$ cat config.mk
export PLATFORM = sky130hd
export DESIGN_NAME = bp_resolve_queue
export DESIGN_NICKNAME = d
export VERILOG_FILES = /design/src/rtl/bp_pkg.sv /design/src/rtl/bp_inflight_fifo.sv /design/src/rtl/bp_resolve_queue.sv
export SDC_FILE = /design/constraint.sdc
export NUM_CORES = 1
export LEC_CHECK = 0
export ABC_AREA = 1
export CAP_MARGIN = 15
export CORE_ASPECT_RATIO = 1.1
export CORE_MARGIN = 5
export CORE_UTILIZATION = 30
export CTS_CLUSTER_DIAMETER = 60
export DETAILED_ROUTE_END_ITERATION = 8
export PLACE_DENSITY = 0.46
export SYNTH_ARGS = -nofsm -noshare
export SYNTH_HDL_FRONTEND = slang
export SYNTH_HIERARCHICAL = 1
export SYNTH_SLANG_ARGS = --single-unit
$ cat constraint.sdc
create_clock -name clk_i -period 7.52 [get_ports clk_i]
set_input_delay 1.504 -clock clk_i [delete_from_list [all_inputs] [get_ports clk_i]]
set_output_delay 1.504 -clock clk_i [all_outputs]
set_load 0.02 [all_outputs]
$ cat src/rtl/bp_pkg.sv
// Shared types and constants for the branch-prediction resolve queue.
package bp_pkg;

  typedef struct packed {
    logic [31:0] pc;
    logic        taken;
    logic [31:0] target;
  } bp_pred_entry_t;

  localparam logic [31:0] BP_ILEN_C = 32'd2;
  localparam logic [31:0] BP_ILEN_U = 32'd4;

endpackage

$ cat src/rtl/bp_inflight_fifo.sv
// Generic circular buffer with push/pop/clear; head entry is presented combinationally.
module bp_inflight_fifo #(
  parameter int unsigned Depth = 4,
  parameter int unsigned Width = 65,
  parameter int unsigned PtrW  = $clog2(Depth)
) (
  input  logic             clk_i,
  input  logic             rst_ni,
  input  logic             push_i,
  input  logic [Width-1:0] data_i,
  input  logic             pop_i,
  input  logic             clear_i,
  output logic [Width-1:0] head_o,
  output logic [PtrW:0]    count_o,
  output logic             full_o,
  output logic             empty_o
);

  localparam logic [PtrW:0] DepthC = (PtrW+1)'(Depth);

  logic [Width-1:0] mem_q [Depth];
  logic [PtrW-1:0]  head_q, head_d;
  logic [PtrW-1:0]  tail_q, tail_d;
  logic [PtrW:0]    count_q, count_d;

  always_comb begin
    head_d  = head_q;
    tail_d  = tail_q;
    count_d = count_q;
    if (clear_i) begin
      // Clear collapses the queue onto the tail so a same-cycle push lands as the sole entry.
      head_d  = tail_q;
      tail_d  = tail_q + PtrW'(push_i);
      count_d = (PtrW+1)'(push_i);
    end else begin
      tail_d  = tail_q + PtrW'(push_i);
      head_d  = head_q + PtrW'(pop_i);
      count_d = count_q + (PtrW+1)'(push_i) - (PtrW+1)'(pop_i);
    end
  end

  always_ff @(posedge clk_i or negedge rst_ni) begin
    if (!rst_ni) begin
      head_q  <= '0;
      tail_q  <= '0;
      count_q <= '0;
    end else begin
      head_q  <= head_d;
      tail_q  <= tail_d;
      count_q <= count_d;
    end
  end

  always_ff @(posedge clk_i) begin
    if (push_i) mem_q[tail_q] <= data_i;
  end

  assign head_o  = mem_q[head_q];
  assign count_o = count_q;
  assign full_o  = (count_q == DepthC);
  assign empty_o = (count_q == '0);

endmodule

$ cat src/rtl/bp_resolve_queue.sv
// Tracks in-flight branch predictions, compares them with EX outcomes and
// registers the redirect and predictor-training strobes.
module bp_resolve_queue
  import bp_pkg::*;
#(
  parameter int unsigned Depth = 4,
  parameter int unsigned PtrW  = $clog2(Depth)
) (
  input  logic            clk_i,
  input  logic            rst_ni,
  input  logic            pred_valid_i,
  output logic            pred_ready_o,
  input  logic [31:0]     pred_pc_i,
  input  logic            pred_taken_i,
  input  logic [31:0]     pred_target_i,
  input  logic            res_valid_i,
  input  logic [31:0]     res_pc_i,
  input  logic            res_taken_i,
  input  logic [31:0]     res_target_i,
  input  logic            res_compressed_i,
  input  logic            flush_i,
  output logic            upd_valid_o,
  output logic [31:0]     upd_pc_o,
  output logic            upd_taken_o,
  output logic            mispredict_o,
  output logic [31:0]     redirect_pc_o,
  output logic            orphan_o,
  output logic [PtrW:0]   count_o
);

  bp_pred_entry_t head, wr_entry;
  logic           full, empty;
  logic           match, orphan, mis, mis_pending;
  logic           push, pop, clear;
  logic [31:0]    redirect_pc;

  logic        upd_valid_q, upd_taken_q, mispredict_q, orphan_q;
  logic [31:0] upd_pc_q, redirect_pc_q;

  assign wr_entry = '{pc: pred_pc_i, taken: pred_taken_i, target: pred_target_i};

  always_comb begin
    match       = res_valid_i & ~empty & (head.pc == res_pc_i);
    orphan      = res_valid_i & ~match;
    mis         = match ? ((head.taken != res_taken_i) |
                           (res_taken_i & (head.target != res_target_i)))
                        : res_taken_i;
    mis_pending = res_valid_i & mis;
    push        = pred_valid_i & ~full & ~flush_i & ~mis_pending;
    pop         = match;
    // An orphan on a non-empty queue means every tracked entry is stale.
    clear       = flush_i | mis_pending | (orphan & ~empty);
    redirect_pc = res_taken_i ? res_target_i
                              : res_pc_i + (res_compressed_i ? BP_ILEN_C : BP_ILEN_U);
  end

  bp_inflight_fifo #(
    .Depth (Depth),
    .Width ($bits(bp_pred_entry_t))
  ) u_fifo (
    .clk_i   (clk_i),
    .rst_ni  (rst_ni),
    .push_i  (push),
    .data_i  (wr_entry),
    .pop_i   (pop),
    .clear_i (clear),
    .head_o  (head),
    .count_o (count_o),
    .full_o  (full),
    .empty_o (empty)
  );

  always_ff @(posedge clk_i or negedge rst_ni) begin
    if (!rst_ni) begin
      upd_valid_q   <= 1'b0;
      upd_pc_q      <= '0;
      upd_taken_q   <= 1'b0;
      mispredict_q  <= 1'b0;
      redirect_pc_q <= '0;
      orphan_q      <= 1'b0;
    end else begin
      upd_valid_q  <= res_valid_i;
      mispredict_q <= mis_pending;
      orphan_q     <= orphan;
      if (res_valid_i) begin
        upd_pc_q      <= res_pc_i;
        upd_taken_q   <= res_taken_i;
        redirect_pc_q <= redirect_pc;
      end
    end
  end

  assign pred_ready_o  = ~full;
  assign upd_valid_o   = upd_valid_q;
  assign upd_pc_o      = upd_pc_q;
  assign upd_taken_o   = upd_taken_q;
  assign mispredict_o  = mispredict_q;
  assign redirect_pc_o = redirect_pc_q;
  assign orphan_o      = orphan_q;

endmodule

# Word level (Yosys, flattened, before mapping)

Memory sizes are Yosys's and may differ from the RTL's.
Index checks and enable logic that the tools add are counted.
W data, S select, Z words.

Register bits after elaboration: 75
Latch bits: 0
RAM bits: 260
Memory bits (read-only): 0
Input bits: 136
Output and inout bits: 72
Word-level logic and storage cells: 44
Memories: 1

Add/subtract/negate cells: 5
$mul: 0
Div/mod/pow operators: 0
Order comparisons: 0
Equal/unequal tests: 4
Shift-type cells: 0
Mux-type cells: 7
Bitwise operators: 17
Reductions and logical operators: 1

Memory list:

| name         | depth | width | rd ports | clocked after Yosys merged registers in | wr ports | line                   | text |
|---|---|---|---|---|---|---|---|
| u_fifo.mem_q | 4     | 65    | 1        | 0                                       | 1        | bp_inflight_fifo.sv:21 | `logic [Width-1:0] mem_q [Depth];` |

Operator list:

| kind                 | count |
|---|---|
| $add A32 B3 Y32      | 1 |
| $eq A32 B32 Y1       | 1 |
| $mux W32             | 1 |
| $ne A32 B32 Y1       | 1 |
| $and A1 B1 Y1        | 9 |
| $mux W3              | 2 |
| $not A1 Y1           | 5 |
| $add A2 B1 Y2        | 2 |
| $add A3 B1 Y3        | 1 |
| $eq A3 B3 Y1 const B | 1 |
| $logic_not A3 Y1     | 1 |
| $mux W1              | 3 |
| $or A1 B1 Y1         | 3 |
| $sub A3 B1 Y3        | 1 |
| $mux W2              | 1 |
| $ne A1 B1 Y1         | 1 |

# Longest topological paths before layout

Word-level depth: 11
Mapped depth: 28
Depth with buffers taken out: 26

# Hierarchy

Netlist, hierarchy kept.

By module, submodules not included:

| module           | times used | cells each | area each (um2) | sequential area each (um2) |
|---|---|---|---|---|
| bp_inflight_fifo | 1          | 801        | 11051.8         | 7982.7 |
| bp_resolve_queue | 1          | 784        | 4883.4          | 1701.6 |

# Worst setup path before layout

Ideal clock, no wire load.

Kind: in2reg
Start point: input res_valid_i
End point: memory u_fifo.mem_q[1][0] (enable)
Library setup time: 568 ps
Data arrival time: 7075 ps
Data required time: 6952 ps
Path slack: -123 ps
Stages: 13
Path buffers: 1
Cell sequence: buf_2 -> inv_2 -> nor2_1 -> nand3_1 -> nor2_1 -> nand3_1 -> nor2_2 -> nand2_1 -> nand2_1 -> nor2_1 -> nor2_1 -> inv_1 -> nor3_1

Longest elaborated chain between the ends: 8

RTL lines:

| item                          | line                   | text |
|---|---|---|
| start: declaration            | bp_resolve_queue.sv:16 | `input logic res_valid_i,` |
| $and A1 B1 Y1 (2 in series)   | bp_resolve_queue.sv:43 | `match = res_valid_i & ~empty & (head.pc == res_pc_i);` |
| named net match               | bp_resolve_queue.sv:33 | `logic match, orphan, mis, mis_pending;` |
| $mux W1                       | bp_resolve_queue.sv:45 | `mis = match ? ((head.taken != res_taken_i) \|` |
| $and A1 B1 Y1                 | bp_resolve_queue.sv:48 | `mis_pending = res_valid_i & mis;` |
| named net mis_pending         | bp_resolve_queue.sv:33 |  |
| $not A1 Y1                    | bp_resolve_queue.sv:49 | `push = pred_valid_i & ~full & ~flush_i & ~mis_pending;` |
| $and A1 B1 Y1                 | bp_resolve_queue.sv:49 |  |
| named net push                | bp_resolve_queue.sv:34 | `logic push, pop, clear;` |
| $mux W1                       | bp_inflight_fifo.sv:55 | `if (push_i) mem_q[tail_q] <= data_i;` |
| $mux W1 (implied by the code) | bp_inflight_fifo.sv:55 |  |
| end: declaration              | bp_inflight_fifo.sv:21 |  |

The timed path passes the listed nets, and every way through them passes these cells.

==> results.ini <==
[sta]
setup_viol=0
worst_slew_pin_slew_ns=1.173
rsz0062_at_grt=false
fmax_mhz=205.8
fin_setup_tns_ns=0
max_slew_margin_pct=21.39
final-hold-violation-count=0
slew_viol_final=0
period_share_pct=64.61
setup_slack_ns=2.661
fin_skew_ns=0.02669
finalCriticalPeriod_ns=4.859

[critical_path]
crit_arrival_ns=5.08
crit_type=reg -> reg
critPathLaunchType=register
cp-end-kind=register
cp.required_ns=7.74
crit_path_max_fanout=76
cp-startpoint=u_fifo/head_q[1]
r2r-start=u_fifo/head_q[1]
ff2ff_setup_slack_ns=2.66

[yosys]
syn-num-nets=1729
yosys-top-cells-count=nand2_1 (417), edfxtp_1 (260), inv_1 (244)
synth_edf_count=260
synth_ff_type=edfxtp_1
synth.largest_area_cell=edfxtp_1
ys_types=36
syn_area_per_cell_um2=10.05
synth_area_mm2=0.01594
post-synth-top-count-cell=nand2_1
synth_area_leaders=edfxtp_1 (49%), dfrtp_1 (12%), nand2_1 (9.8%)
syn_inst=1585
ys_seq_elements=335
async_reset_ff_share_pct=22.39
yosysWarnings=6
yosysSeqAreaShare_pct=60.77
synth_top_area_share_pct=48.99

[final_layout]
stdcell_area_mm2=0.01993
final_nets=1931
final_layout_size_suffix_gt1_share_pct=10.23
syn2layout_area_growth_pct=25.09

[drt]
vias_per_cell=4.653
drt-initial-drc-count=756
drt_wl_total_mm=51.83
drtAntennaViolNets=0
drtPass1Iterations=5
wl_per_cell_um=20.75
vias=11620
drc=0

[place]
hpwl_mm=37.13
routabilityCongestion=0.8972
place_area_mm2=0.01858
pre_cts_slack_ns=2.293
port_buffers=207

[floorplanning]
die_h_um=251.7
initial_core_util_pct=30.34
core_mm2=0.05252
pin_count=208
dieArea_mm2=0.05783
rows=88
die_w_um=229.7

[cts]
clkTransAtPathRegs_ns=0.06
cts_tree=yes
clock-sinks=335
root_buffer=clkbuf_16
cts-resized-gates=0
numCtsBuffers=42
post_cts_buffers=0
htree_levels=2
clockBufferDepth=3
insertion_delay_ns=0.56
cts_hold_repair.buffers=0

[global_route]
grtUsageTotal_pct=17.60
grt_max_degree=114
grt_pass1_wl_mm=76.49
grt_pass1_vias=11590
grt-ovfl-total=0
antenna_found_initial=4

[power]
ir_worst_vdd_mv=0.1868
power.leakage_nw=8.225
total_power_w=0.006153
power_density_mw_per_mm2=308.7

[status]
status=completed

[min_path]
worstHoldStart=upd_pc_o[11]
holdCritPathClass=reg -> reg

[job]
maxCapViolations=0

logic make-up after synthesis:
family	Yosys count	synth area share, %
compound gates	320	13.43
xor+xnor	23	1.264
fa+ha+maj	8	0.7224
buf+inv	318	8.951
flops	335	60.77
simple gates	581	14.86
state kept, by name, summed over array words and instances (netlist names):
name	flops
u_fifo/mem_q	260
u_fifo/head_q	2
u_fifo/tail_q	2
orphan_o	1
upd_valid_o	1
mispredict_o	1
upd_taken_o	1
upd_pc_o	32
redirect_pc_o	32
u_fifo/count_o	3
final cells by class:
class,count,area [um^2]
fillers,5162,32590
flip-flops and latches,335,9692
clock buffers,61,1204
well taps,675,844.6
clock inverters,15,145.1
diodes,3,7.507
repair buffers,224,2247
inverters,252,948.4
multi-input cells,932,4845
worst paths after layout:
check	cells after the start	endpoint
max	18	u_fifo/mem_q[0][11]
min	2	upd_pc_o[11]
max reg2reg	18	u_fifo/mem_q[0][11]
min reg2reg	2	upd_pc_o[11]
max in group asynchronous	2	u_fifo/head_q[0]
min in group asynchronous	1	upd_pc_o[9]
critical path: stages, from the launching register on:
cell and delay (ns):
dfrtp_4 0.97, buf_12 0.43, o211ai_2 0.16, nand2_1 0.14
inv_1 0.05, nand2_1 0.15, nand2_1 0.07, nor2_1 0.13
nand2_1 0.07, nor2_1 0.09, nand3_1 0.10, nor2_2 0.20
nand2_1 0.10, nand2_1 0.07, nor2_1 0.05, nor2_1 0.14
inv_1 0.16, nor3_2 0.90, buf_12 0.31
layer usage:
metal / up-vias / routed length, um / part of all wire (%) / track usage, %
met3: 78 / 2956 / 5.7 / 3.489
met1: 5556 / 23210 / 45 / 24.21
met5: - / 0 / 0 / 0
li1: 5637 / - / - / -
met2: 347 / 24280 / 47 / 28.49
met4: 0 / 1379 / 2.7 / 5.108
metrics by stage:
step	instances	utilization, %	hold slack (ns)
3_3_place_gp	2418	35.37	0.4753
3_5_place_dp	2418	35.37	0.4795
4_1_cts	2494	37.94	0.4934
6_report	2497	37.95	0.4874
5_1_grt	2495	37.94	0.5117
2_1_floorplan	1585	-	0.5010
report_power, final:
part           internal [W]  switching (W)
Sequential          0.00217       0.000167
Combinational      0.000625        0.00121
Clock               0.00118       0.000795
Total               0.00398        0.00218
placed cells by master (no fill, tap or decap), types with 2 or more instances in the layout:
cell	count
clkbuf_16	43
nor3_2	5
nor3_1	13
o21ai_1	35
a21oi_1	89
a21oi_2	10
clkinv_1	4
nor2_4	2
xnor2_1	5
diode_2	3
o211ai_1	4
o21ai_0	116
clkinv_2	2
clkdlybuf4s50_1	206
buf_4	14
xor2_1	18
inv_1	244
dfrtp_1	73
nor2_1	87
bufinv_16	2
fa_1	2
ha_1	6
or2_2	3
inv_2	7
nand2_1	417
clkbuf_8	6
nand3_1	30
nand2_2	4
edfxtp_1	260
nand4_1	11
inv_6	5
o211ai_2	65
clkbuf_1	12
dfrtp_4	2
nor2_2	4
buf_12	4
Note: power is estimated with default switching activity, not from simulation.
